`config.mk`:
```
export PLATFORM = sky130hd
export DESIGN_NAME = fetch_unit
export DESIGN_NICKNAME = d
export VERILOG_FILES = /design/src/rtl/fetch_unit_pkg.sv /design/src/rtl/fetch_unit_next_pc_sel.sv /design/src/rtl/fetch_unit.sv
export SDC_FILE = /design/constraint.sdc
export NUM_CORES = 1
export LEC_CHECK = 0
export CAP_MARGIN = 0
export CORE_MARGIN = 2
export CORE_UTILIZATION = 40
export CTS_CLUSTER_SIZE = 28
export DETAILED_ROUTE_END_ITERATION = 8
export PLACE_DENSITY = 0.7
export SLEW_MARGIN = 0
export SYNTH_ARGS = -nofsm -noshare
export SYNTH_HDL_FRONTEND = slang
export SYNTH_HIERARCHICAL = 1
export SYNTH_SLANG_ARGS = --single-unit
```
`constraint.sdc`:
```
create_clock -name clk -period 4.8 [get_ports clk]
set_input_delay 0.48 -clock clk [delete_from_list [all_inputs] [get_ports clk]]
set_output_delay 0.48 -clock clk [all_outputs]
set_load 0.1 [all_outputs]
```
`src/rtl/fetch_unit_pkg.sv`:
```
// Shared types and constants for the fetch stage: state encoding, fault cause codes, reset instruction.
package fetch_unit_pkg;

  localparam int XLEN = 32;

  localparam logic [XLEN-1:0] NOP_INSTR = 32'h0000_0013;

  typedef enum logic [1:0] {
    FETCH = 2'b00,
    EXEC  = 2'b01,
    FAULT = 2'b10
  } state_t;

  localparam logic [1:0] CAUSE_NONE     = 2'b00;
  localparam logic [1:0] CAUSE_MISALIGN = 2'b01;
  localparam logic [1:0] CAUSE_TIMEOUT  = 2'b10;

endpackage

```
`src/rtl/fetch_unit_next_pc_sel.sv`:
```
// Next-PC selection for the fetch stage: jalr > branch/jal > sequential, plus the alignment check.
module next_pc_sel
  import fetch_unit_pkg::*;
(
  input  logic [XLEN-1:0] PC,
  input  logic [XLEN-1:0] ImmExt,
  input  logic [XLEN-1:0] ALUResult,
  input  logic            Branch,
  input  logic            Jump,
  input  logic            Jalr,
  output logic [XLEN-1:0] PCNext,
  output logic            Misaligned
);

  always_comb begin
    PCNext = PC + 32'd4;
    if (Jalr) begin
      PCNext = ALUResult & ~32'h0000_0001;
    end else if (Branch || Jump) begin
      PCNext = PC + ImmExt;
    end
    // Targets must be word aligned; jalr only clears bit 0, so bit 1 can still fault.
    Misaligned = |PCNext[1:0];
  end

endmodule

```
`src/rtl/fetch_unit.sv`:
```
// PC register and instruction-fetch FSM (FETCH/EXEC/FAULT) with sticky misalignment fault.
// Optional fetch-wait timeout is enabled by defining FETCH_TIMEOUT_EN.
module fetch_unit
  import fetch_unit_pkg::*;
#(
  parameter logic [31:0] RESET_PC       = 32'h0000_0000,
  parameter int          TIMEOUT_CYCLES = 16
) (
  input  logic        clk,
  input  logic        reset,
  input  logic        Branch,
  input  logic        Jump,
  input  logic        Jalr,
  input  logic [31:0] ImmExt,
  input  logic [31:0] ALUResult,
  input  logic        Stall,
  input  logic        ImemAck,
  input  logic [31:0] ImemRdata,
  output logic        ImemReq,
  output logic [31:0] ImemAddr,
  output logic [31:0] PC,
  output logic [31:0] PCPlus4,
  output logic [31:0] Instr,
  output logic        InstrValid,
  output logic        Fault,
  output logic [1:0]  FaultCause,
  output logic [31:0] FaultPC
);

  state_t            state, state_next;
  logic [XLEN-1:0]   pc_q, pc_next;
  logic [XLEN-1:0]   instr_q, instr_next;
  logic [1:0]        cause_q, cause_next;
  logic [XLEN-1:0]   fault_pc_q, fault_pc_next;
  logic [XLEN-1:0]   target;
  logic              misaligned;

`ifdef FETCH_TIMEOUT_EN
  localparam int CNT_W = (TIMEOUT_CYCLES > 1) ? $clog2(TIMEOUT_CYCLES) : 1;
  localparam logic [CNT_W-1:0] LIMIT = CNT_W'(TIMEOUT_CYCLES - 1);
  logic [CNT_W-1:0] wait_count, wait_count_next;
`else
  logic unused_timeout;
  assign unused_timeout = ^TIMEOUT_CYCLES;
`endif

  next_pc_sel u_next_pc_sel (
    .PC         (pc_q),
    .ImmExt     (ImmExt),
    .ALUResult  (ALUResult),
    .Branch     (Branch),
    .Jump       (Jump),
    .Jalr       (Jalr),
    .PCNext     (target),
    .Misaligned (misaligned)
  );

  always_ff @(posedge clk) begin
    if (reset) begin
      state      <= FETCH;
      pc_q       <= RESET_PC;
      instr_q    <= NOP_INSTR;
      cause_q    <= CAUSE_NONE;
      fault_pc_q <= '0;
`ifdef FETCH_TIMEOUT_EN
      wait_count <= '0;
`endif
    end else begin
      state      <= state_next;
      pc_q       <= pc_next;
      instr_q    <= instr_next;
      cause_q    <= cause_next;
      fault_pc_q <= fault_pc_next;
`ifdef FETCH_TIMEOUT_EN
      wait_count <= wait_count_next;
`endif
    end
  end

  always_comb begin
    state_next    = state;
    pc_next       = pc_q;
    instr_next    = instr_q;
    cause_next    = cause_q;
    fault_pc_next = fault_pc_q;
`ifdef FETCH_TIMEOUT_EN
    wait_count_next = wait_count;
`endif
    case (state)
      FETCH: begin
        // An ack in the limit cycle still wins over the timeout.
        if (ImemAck) begin
          instr_next = ImemRdata;
          state_next = EXEC;
        end
`ifdef FETCH_TIMEOUT_EN
        else if (wait_count == LIMIT) begin
          state_next    = FAULT;
          cause_next    = CAUSE_TIMEOUT;
          fault_pc_next = pc_q;
        end else begin
          wait_count_next = wait_count + 1'b1;
        end
`endif
      end
      EXEC: begin
        if (!Stall) begin
          if (misaligned) begin
            state_next    = FAULT;
            cause_next    = CAUSE_MISALIGN;
            fault_pc_next = target;
          end else begin
            pc_next    = target;
            state_next = FETCH;
`ifdef FETCH_TIMEOUT_EN
            wait_count_next = '0;
`endif
          end
        end
      end
      FAULT: begin
        state_next = FAULT;
      end
      default: begin
        state_next = FETCH;
      end
    endcase
  end

  // The request drops combinationally while reset is held so memory never sees a fetch during reset.
  assign ImemReq    = (state == FETCH) && !reset;
  assign ImemAddr   = pc_q;
  assign PC         = pc_q;
  assign PCPlus4    = pc_q + 32'd4;
  assign Instr      = instr_q;
  assign InstrValid = (state == EXEC);
  assign Fault      = (state == FAULT);
  assign FaultCause = cause_q;
  assign FaultPC    = fault_pc_q;

endmodule

```
==> run metrics <==
Seq cells post-synth=99; Worst-path clk slew=0.06 ns; Yosys top cell by area=dfxtp_1; Final period util=81.7%; DIE HEIGHT=140 microns; vias per cell=5.56; P_leak=3.91 nW; number of enable flip-flop cells after synthesis=0; pre-CTS WS=1.16 ns; clk_lat worst skew=0.35 ns; # fillers=1,714; layout cells sized above 1=7.15%; Worst setup SP type=register; vias in the first global route=7,642; Resized Gates After CTS=0; Die Area=19,500 sq um; worst hold path type=reg2reg; CTS root buffer=clkbuf_16; top cells by area, synth=dfxtp_1 (27%), nand2_1 (13%), a21oi_1 (9.2%); Clk pwr share=31.0%; # IOs=268; FMAX=255 MHz; Cell Chain, Critical Path=ha_1 -> nand2_1 -> inv_1 -> nand4_1 -> xnor2_1 -> clkdlybuf4s50_1; antenna viol nets, final=0; switching portion of total power=37.5%; Psw=0.950 mW; RD Place Congestion=0.972; Fin. Hold Viols=0; initial core utilization=40.9%; ant diodes=0; hold buffer count at CTS=0; critical setup path kind=reg2out; first-pass GRT wire length=41,200 microns; Crit Path Max Fanout=15; Flop pwr share=34.7%; slowest cell on the critical path=clkdlybuf4s50_1; Final Skew=0.0135 ns; maximum vdd drop=0.184 mV; main flop type after synthesis=dfxtp_1; Overall Power=2.54 mW; Layout Nets=1,376; critical path data arrival time=3.44 ns; first-pass iteration count of the detailed router=6; Rel. slew slack=24.5%; Core Area=18,000 sq um; synth warn=6; RSZ-0062 raised after global routing=false; critical path's top delay family=buffers and inverters; post-CTS setup buffer count=0; final setup TNS=0 ns; endpoints failing setup=0; Slew Viols, Final=0; Routed WL=26,500 microns; pwr/cell area=246 nW/um^2; CTS tree=yes; commonest non-fill, non-tap cell in the layout=nand2_1; width of the die=140 microns; worst setup margin=0.876 ns; HPWL reported at the end of detailed placement=20,000 microns; min Tclk post-route=3.92 ns; Async S/R FF share, synth=0%; outcome=finished, final reports clean; GRT Util Overall=26.3%; largest net degree at the start of global routing=100; CP Data Required Time=4.32 ns; Avg WL per Cell=18.0 microns; most frequent cells in the layout=nand2_1 (250), clkdlybuf4s50_1 (246), a21oi_1 (135); Rows=49; Sink Count=99; endpoint class of the critical path=output pin; maxcap violations=0; synthesis-to-layout area growth=40.1%; number of DRC markers in iteration 0=599; Post-Syn Area=7350 sq um; CTS buffer count=9; I/O Buffers=265; combinational power share=34.3%; Worst Tran Pin Value=1.13 ns; initial antenna violation count=0; max incr delay on CP=1.16 ns; Synth cell types=74; count of buffer and inverter cells on the critical path=2; Post-Syn Instances=1,025; register area share after synthesis=27.0%; vias post-DR=8,192; Clock H-tree levels=3; Mapped Nets=1,162; Overflow after GRT=0; DRC=0; P_int=1.59 mW; synthesized area per cell=7.17 sq um; Yosys top cell area share=27.0%; CTS Buffer Depth=2; Min Hold Slack=0.453 ns
-- cell usage after synthesis, types with 4 or more instances --
cell	instances
clkbuf_1	52
inv_1	18
nand4_1	22
or3_1	5
a211oi_1	17
and3_1	7
o21ai_0	33
dfxtp_1	99
nor3_1	13
o21a_1	7
o21ai_1	10
and4_1	8
nand3_1	36
xor2_1	32
a21o_1	14
nor4_1	9
buf_4	35
o211ai_1	8
ha_1	33
nor2_1	56
nand4_2	4
o21bai_1	4
a31oi_1	5
xnor2_1	39
nand3b_1	5
a21oi_1	135
nand2_1	250
-- routing by layer --
layer	part of all wire, %	vias up	GRT usage, %
li1	-	3980	-
met1	42	3789	33.5
met2	47	375	43.9
met3	9.0	48	6.74
met4	2.7	0	7.55
met5	0	-	0
-- worst paths after layout --
path                 endpoint   startpoint  depth (start not counted)  slack, ns
setup / recovery  PCPlus4[30]  ImemAddr[2]                          6       0.88
hold / removal       Instr[5]     Instr[5]                          2       0.45
setup reg to reg  FaultPC[22]  ImemAddr[2]                          9       1.58
hold reg to reg      Instr[5]     Instr[5]                          2       0.45
-- flip-flops by register name, summed over array words and instances (netlist names) --
signal	count
FaultCause	1
FaultPC	32
ImemAddr	32
Instr	32
state	2
-- cell families (layout without fill, tap and decap cells) --
group	Yosys count	after routing	synth area share (%)
AND/OR/NAND/NOR	438	438	27.8
AO/OA/AOI/OAI	269	269	22.5
buffers and inverters	109	328	7.66
flip-flops	99	99	27.0
XOR/XNOR	71	71	8.47
adder cells (fa/ha/maj)	34	34	5.89
multiplexers	4	4	0.630
other	1	1	0.0510
-- worst register-to-register path, stage by stage, from the launching register on --
cell and delay [ns]:
dfxtp_1 0.70, ha_1 0.41, a211oi_1 0.31, o21ai_1 0.21, nand4_1 0.25, a31oi_1 0.14, xnor2_1 0.16, a222oi_1 0.69
nand2_1 0.12, a21oi_1 0.15
-- metrics by stage --
stage | instance area [sq um] | util [%] | cells
after floorplan | 7350 | - | 1025
after global placement | 9960 | 55.5 | 1457
after detailed placement | 9960 | 55.5 | 1457
after CTS | 10300 | 57.3 | 1473
after global routing | 10300 | 57.3 | 1473
final | 10300 | 57.3 | 1473
-- power by group through the flow --
stage | combinational, mW | clock [mW] | sequential, mW
after floorplan | 0.370 | 0 | 1.14
after global placement | 0.862 | 0 | 0.898
after detailed placement | 0.864 | 0 | 0.899
after CTS | 0.867 | 0.799 | 0.880
after global routing | 0.912 | 0.836 | 0.885
final | 0.869 | 0.786 | 0.880
-- final cells by class --
class                      instances  area (sq um)  area share (%)
multi-input combinational        817          4810            46.8
timing repair buffer             293          2810            27.3
sequential                        99          1980            19.3
tap                              229           287            2.78
clock buffer                      11           243            2.36
clock inverter                     5          83.8           0.815
inverter                          19          71.3           0.693
Note: power is estimated with default switching activity, not from simulation.
